===== config.mk =====
export PLATFORM = sky130hd
export DESIGN_NAME = memory
export DESIGN_NICKNAME = d
export VERILOG_FILES = /design/src/rtl/memory.sv
export SDC_FILE = /design/constraint.sdc
export NUM_CORES = 1
export LEC_CHECK = 0
export ABC_AREA = 1
export CAP_MARGIN = 5
export CORE_MARGIN = 2
export CORE_UTILIZATION = 34
export CTS_BUF_LIST = sky130_fd_sc_hd__clkbuf_8
export CTS_CLUSTER_SIZE = 20
export DETAILED_ROUTE_END_ITERATION = 6
export GPL_ROUTABILITY_DRIVEN = 0
export MAX_ROUTING_LAYER = met4
export PLACE_DENSITY = 0.78
export SYNTH_ARGS = -nofsm -noshare
export SYNTH_HDL_FRONTEND = slang
export SYNTH_SLANG_ARGS = --single-unit

===== constraint.sdc =====
create_clock -name clk -period 3.85 [get_ports clk]
set_input_delay 0.9625 -clock clk [delete_from_list [all_inputs] [get_ports clk]]
set_output_delay 0.9625 -clock clk [all_outputs]
set_load 0.1 [all_outputs]

===== src/rtl/memory.sv =====
// rtl/memory.sv - memory-access pipeline stage with data-bus handshake; MEMORY_WAIT_EN enables bus wait states
module memory (
  input  logic        clk,
  input  logic        rst_n,
  input  logic        pc_write_e,
  input  logic        rd_write_e,
  input  logic [1:0]  rd_write_src_e,
  input  logic        mem_write_e,
  input  logic [4:0]  rd_e,
  input  logic [31:0] pc_e,
  input  logic [31:0] alu_res_e,
  input  logic [31:0] mem_data_e,
  input  logic [31:0] csr_data_e,
  output logic        pc_write_m,
  output logic        rd_write_m,
  output logic [1:0]  rd_write_src_m,
  output logic [4:0]  rd_m,
  output logic [31:0] pc_m,
  output logic [31:0] alu_res_m,
  output logic [31:0] csr_data_m,
  output logic [31:0] mem_rdata_m,
  input  logic        stall_m,
  input  logic        flush_m,
  output logic        mem_busy_m,
  output logic        dmem_req,
  output logic        dmem_we,
  output logic [31:0] dmem_addr,
  output logic [31:0] dmem_wdata,
  input  logic        dmem_ready,
  input  logic [31:0] dmem_rdata
);

  typedef enum logic [1:0] {S_IDLE, S_WAIT, S_HOLD} state_t;

  state_t      state_q, state_d;
  logic        pc_write_q, rd_write_q, mem_write_q;
  logic [1:0]  rd_write_src_q;
  logic [4:0]  rd_q;
  logic [31:0] pc_q, alu_res_q, mem_data_q, csr_data_q;
  logic        bus_we_q, bus_we_d;
  logic [31:0] bus_addr_q, bus_addr_d, bus_wdata_q, bus_wdata_d;
  logic        flushed_q, flushed_d;
  logic [31:0] rdata_q, rdata_d;
  logic        mem_op, stage_load, ready, capture;

  assign stage_load = flush_m | ~stall_m;
  assign mem_op     = mem_write_q | (rd_write_q & (rd_write_src_q == 2'b01));

`ifdef MEMORY_WAIT_EN
  assign ready      = dmem_ready;
  assign mem_busy_m = dmem_req & ~dmem_ready;
`else
  // Without wait states every access is treated as finished in its issue cycle.
  logic unused_dmem_ready;
  assign unused_dmem_ready = dmem_ready;
  assign ready             = 1'b1;
  assign mem_busy_m        = 1'b0;
`endif

  assign pc_write_m     = pc_write_q;
  assign rd_write_m     = rd_write_q;
  assign rd_write_src_m = rd_write_src_q;
  assign rd_m           = rd_q;
  assign pc_m           = pc_q;
  assign alu_res_m      = alu_res_q;
  assign csr_data_m     = csr_data_q;
  assign mem_rdata_m    = capture ? dmem_rdata : rdata_q;

  // Stage registers: flush clears, otherwise load unless stalled.
  always_ff @(posedge clk or negedge rst_n) begin
    if (!rst_n) begin
      pc_write_q     <= 1'b0;
      rd_write_q     <= 1'b0;
      rd_write_src_q <= 2'b00;
      mem_write_q    <= 1'b0;
      rd_q           <= 5'd0;
      pc_q           <= 32'd0;
      alu_res_q      <= 32'd0;
      mem_data_q     <= 32'd0;
      csr_data_q     <= 32'd0;
    end else if (flush_m) begin
      pc_write_q     <= 1'b0;
      rd_write_q     <= 1'b0;
      rd_write_src_q <= 2'b00;
      mem_write_q    <= 1'b0;
      rd_q           <= 5'd0;
      pc_q           <= 32'd0;
      alu_res_q      <= 32'd0;
      mem_data_q     <= 32'd0;
      csr_data_q     <= 32'd0;
    end else if (!stall_m) begin
      pc_write_q     <= pc_write_e;
      rd_write_q     <= rd_write_e;
      rd_write_src_q <= rd_write_src_e;
      mem_write_q    <= mem_write_e;
      rd_q           <= rd_e;
      pc_q           <= pc_e;
      alu_res_q      <= alu_res_e;
      mem_data_q     <= mem_data_e;
      csr_data_q     <= csr_data_e;
    end
  end

  // Bus FSM state, bus-side latches and captured load data.
  always_ff @(posedge clk or negedge rst_n) begin
    if (!rst_n) begin
      state_q     <= S_IDLE;
      bus_we_q    <= 1'b0;
      bus_addr_q  <= 32'd0;
      bus_wdata_q <= 32'd0;
      flushed_q   <= 1'b0;
      rdata_q     <= 32'd0;
    end else begin
      state_q     <= state_d;
      bus_we_q    <= bus_we_d;
      bus_addr_q  <= bus_addr_d;
      bus_wdata_q <= bus_wdata_d;
      flushed_q   <= flushed_d;
      rdata_q     <= rdata_d;
    end
  end

  // Issue, wait and hold sequencing; completing while the stage loads skips HOLD so the next op is not lost.
  always_comb begin
    state_d     = state_q;
    bus_we_d    = bus_we_q;
    bus_addr_d  = bus_addr_q;
    bus_wdata_d = bus_wdata_q;
    flushed_d   = flushed_q;
    rdata_d     = rdata_q;
    dmem_req    = 1'b0;
    dmem_we     = 1'b0;
    dmem_addr   = 32'd0;
    dmem_wdata  = 32'd0;
    capture     = 1'b0;
    case (state_q)
      S_IDLE: begin
        if (mem_op) begin
          dmem_req   = 1'b1;
          dmem_we    = mem_write_q;
          dmem_addr  = alu_res_q;
          dmem_wdata = mem_data_q;
          if (ready) begin
            capture = ~mem_write_q & ~flush_m;
            state_d = stage_load ? S_IDLE : S_HOLD;
          end
`ifdef MEMORY_WAIT_EN
          else begin
            state_d     = S_WAIT;
            bus_we_d    = mem_write_q;
            bus_addr_d  = alu_res_q;
            bus_wdata_d = mem_data_q;
            flushed_d   = flush_m;
          end
`endif
        end
      end
`ifdef MEMORY_WAIT_EN
      S_WAIT: begin
        dmem_req   = 1'b1;
        dmem_we    = bus_we_q;
        dmem_addr  = bus_addr_q;
        dmem_wdata = bus_wdata_q;
        if (ready) begin
          capture   = ~bus_we_q & ~flushed_q & ~flush_m;
          state_d   = (flushed_q | flush_m | stage_load) ? S_IDLE : S_HOLD;
          flushed_d = 1'b0;
        end else begin
          flushed_d = flushed_q | flush_m;
        end
      end
`endif
      S_HOLD: begin
        if (stage_load) state_d = S_IDLE;
      end
      default: state_d = S_IDLE;
    endcase
    if (capture) rdata_d = dmem_rdata;
  end

endmodule


Word level (Yosys, flattened, before mapping)
Index checks and enable logic that the tools add are counted.
{"block": "op_classes", "n_mux": 33, "reduce_logical": 2, "shift": 0, "n_addsub": 0, "n_lt_le_gt_ge": 0, "n_bitwise": 7, "mul": 0, "div_mod_pow": 0, "n_eq_ne": 5}
{"cell": "$mux 32", "count": 13}
{"cell": "$mux 1", "count": 12}
{"cell": "$mux 2", "count": 5}
{"cell": "$mux 5", "count": 2}
{"cell": "$ne 2x2->1 const B", "count": 2}
{"cell": "$pmux 2 s2", "count": 1}
{"cell": "$not 1->1", "count": 3}
{"cell": "$and 1x1->1", "count": 2}
{"cell": "$eq 2x1->1 const B", "count": 1}
{"cell": "$eq 2x2->1 const B", "count": 1}
{"cell": "$logic_not 2->1", "count": 1}
{"cell": "$ne 2x1->1 const B", "count": 1}
{"cell": "$or 1x1->1", "count": 2}
{"cell": "$reduce_and 2->1", "count": 1}
{"block": "totals", "mem_bits_ro": 0, "ff_bits": 172, "n_memories": 0, "latchBits": 0, "out_inout_bits": 204, "ram_bits": 0}

Longest topological paths before layout
{"block": "depth", "ltp_word": 6, "mapped_depth": 7}

Worst setup path before layout
Ideal clock, no wire load.
{"block": "synth_path", "kind": "register to output", "from": "register rd_write_src_q[0] (netlist: rd_write_src_m[0])", "to": "output port dmem_addr[14]", "arrival_ns": 2.870, "path_slack_ns": 0.018, "path_buffers": 2, "stages_incl_launch_ff": 7, "required_ns": 2.888, "path_cell_list": "dfrtp_1 -> nand3_1 -> nand2_2 -> nand2_1 -> buf_6 -> buf_6 -> nor2_1"}
{"block": "synth_between", "elab_chain_len": 5}
{"element": "from (decl)", "line": "37", "text": "logic [1:0] rd_write_src_q;"}
{"element": "from (signal assigned)", "line": "94", "text": "rd_write_src_q <= rd_write_src_e;"}
{"element": "$eq 2x1->1", "line": "47", "text": "assign mem_op = mem_write_q | (rd_write_q & (rd_write_src_q == 2'b01));"}
{"element": "$and 1x1->1", "line": "47"}
{"element": "$or 1x1->1", "line": "47"}
{"element": "$mux 32", "line": "138", "text": "if (mem_op) begin"}
{"element": "$mux 32", "line": "136", "text": "case (state_q)"}
{"element": "to (decl)", "line": "27", "text": "output logic [31:0] dmem_addr,"}
No other way between the ends.

Worst setup path in the final report
{"block": "layout_path", "from": "input port flush_m", "to": "output port mem_rdata_m[29]"}
{"block": "layout_between", "elab_chain_len": 5}
{"element": "from (decl)", "line": "23", "text": "input logic flush_m,"}
{"element": "$not 1->1", "line": "144", "text": "capture = ~mem_write_q & ~flush_m;"}
{"element": "$and 1x1->1", "line": "144"}
{"element": "$mux 1", "line": "138"}
{"element": "$mux 1", "line": "136"}
{"element": "$mux 32"}
{"element": "to (decl)", "line": "21", "text": "output logic [31:0] mem_rdata_m,"}
No other way between the ends.

==> results.toml <==
[cells_and_area]
syn2layout_area_growth_pct = 62.27
nets = 1347
final_common_cell = "clkdlybuf4s50_1"
n_antenna_cell = 0
fill_cells = 1832
utilization_pct = 55.79
drive_gt1_share_pct = 13.43
final_cell_mix = "clkdlybuf4s50_1 (275), nand2_1 (208), dfrtp_1 (171)"

[setup_path]
reg2reg_to = "rdata_q[29]"
rr_worst_depth = 7
start_kind = "input port"
path_cells = "clkdlybuf4s50_1, nor2_4, nand3_2, buf_12, nand2_1, nand2_1, buf_12"
crit_arrival_ns = 2.46
path_class = "in2out"
crit_path_top_delay_cell = "clkdlybuf4s50_1"
required_ns = 2.89
r2r_slack_ns = 2.15
cp-startpoint = "flush_m"
worst_setup_path_end_kind = "primary output"
worst_r2r_startpoint = "rd_write_src_m[1]"
path_max_fanout = 20
critPathMaxStageDelay_ns = 0.47

[clock_tree]
postCtsHoldBufs = 0
cts_made_buffers = 17
cts.repair.resized = 0
htree_levels = 4
cts_tree = "built"
cts_setup_buffers = 0
path_clk_slew_ns = 0.08
clock_latency_ns = 0.45
clock_sinks = 171
clock_path_buffers = 2
cts-root-buf = "clkbuf_8"

[pwr]
leakagePower_nw = 5.419
switching_share_pct = 43.69
power.switching_mw = 2.489
power_frac_comb_pct = 42.5
powerDensity_nw_per_um2 = 488.7
intPower_mw = 3.207
vdd_ir_drop_max_mv = 0.2081
total_power_mw = 5.696
p_seq_share_pct = 35.6
p_clk_share_pct = 21.9

[place]
numPortBuffers = 376
dp_slack_ns = 0.4353
dp_hpwl_um = 16920

[logic_synthesis]
syn_area_per_cell_um2 = 8.716
yosysUniqueCellTypes = 19
netlist_instances = 824
synth_area_leaders = "dfrtp_1 (60%), nand2_1 (11%), nand3_1 (7.8%)"
ys_ff_latch = 171
netlist_area_um2 = 7182
ys_warn_count = 0
syn-num-nets = 999
yosysTopAreaCell = "dfrtp_1"
synthDominantCellAreaShare_pct = 59.58
ys_seq_area_share_pct = 59.58

[sta]
relSlewSlack_pct = 30.26
rsz0062_at_grt = "no"
worst_pin_slew_ns = 1.043
finalSetupViolCount = 0
hold_viol = 0
fin_crit_sh_pct = 88.94
skew_ns = 0.01522
whs_ns = 0.4768
drv_slew = 0
setup_ws_ns = 0.4259
fin_tns_setup_ns = 0
max_freq_ghz = 0.2920
layout_min_cycle_time_ns = 3.424

[drt]
vias_per_cell = 4.697
route.detailed.drc = 0
drtAntennaViolNets = 0
drtPass1Iterations = 4
vias = 6853
drt-total-wl_um = 24010
drt-initial-drc-count = 371
wire_per_inst_um = 16.46

[outcome]
status = "completed"

[floorplan]
start_util_pct = 34.38
rows = 53
design.core.area_um2 = 20890
die_h_um = 149.3
pin_count = 379
dieArea_um2 = 22300
die_x_um = 149.3

[global_route]
overflow = 0
grt_pass1_vias = 6689
grt_max_degree = 72
antenna_found_initial = 0
grt_pass1_wl_um = 36380
grt.total_usage_pct = 21.58

[worst_hold_path]
hp-class = "reg2reg"
hp-start = "csr_data_m[22]"
holdPathStages = 2
whs_endpoint = "csr_data_m[22]"

[run]
cap_violations = 0
## synthesized netlist by cell type, drive strengths merged
cell type and count:
a21oi 27, buf 42, clkbuf 22, conb 1
dfrtp 171, inv 72, nand2 211, nand3 113
nand4 32, nor2 66, o21ai 67
## layout make-up
cell class	instances	area [µm²]	share of cell area, %
sequential	171	4279	36.72
timing repair buffer	393	4080	35.01
multi-input combinational	517	2300	19.73
tap	275	344.1	2.953
inverter	72	274.0	2.351
clock buffer	17	234.0	2.008
clock inverter	14	142.6	1.224
## worst max-delay path: cells and delay by family
| kind | cells | cell delay (ns) |
|---|---|---|
| and+or+nand+nor | 4 | 0.56 |
| buffers and inverters | 3 | 0.92 |
## per-stage QoR
| step | instances | area, µm² |
|---|---|---|
| after floorplan | 824 | 7182 |
| after global placement | 1428 | 11280 |
| after detailed placement | 1428 | 11280 |
| after CTS | 1459 | 11650 |
| after global routing | 1459 | 11650 |
| final | 1459 | 11650 |
## power groups by stage
stage / registers, mW / logic, mW / clock network, mW
2_1_floorplan: 2.50 / 1.10 / 0
3_3_place_gp: 2.06 / 2.41 / 0
3_5_place_dp: 2.06 / 2.43 / 0
4_1_cts: 2.03 / 2.44 / 1.28
5_1_grt: 2.04 / 2.51 / 1.35
6_report: 2.03 / 2.42 / 1.25
## cell families (layout without fill, tap and decap cells)
| group | after synthesis | in the layout | synth area share, % |
|---|---|---|---|
| and+or+nand+nor | 422 | 422 | 25.38 |
| AOI/OAI and AO/OA | 94 | 94 | 6.551 |
| DFF | 171 | 171 | 59.58 |
| other | 1 | 1 | 0.05221 |
| buffers and inverters | 136 | 496 | 8.432 |
## metal layers
layer	GRT usage, %	routed length, µm	vias up
met1	27.29	10120	3243
li1	-	-	3325
met3	5.168	1661	25
met5	-	0	-
met2	34.54	11850	260
met4	6.333	381	0
## how the worst max path moves through the flow
stage | end | cells past startpoint
5_1_grt | mem_rdata_m[28] | 7
2_1_floorplan | dmem_addr[14] | 6
3_3_place_gp | mem_rdata_m[5] | 7
4_1_cts | mem_rdata_m[25] | 7
6_report | mem_rdata_m[29] | 7
3_5_place_dp | mem_rdata_m[25] | 7
## state kept, by name (all words and copies together), names as in the netlist, 2 cells and up
register and cells:
csr_data_m 32, pc_m 32, rdata_q 32, mem_data_q 32, alu_res_m 32, rd_m 5, rd_write_src_m 2
No activity file was read; power rests on OpenSTA's default activity.
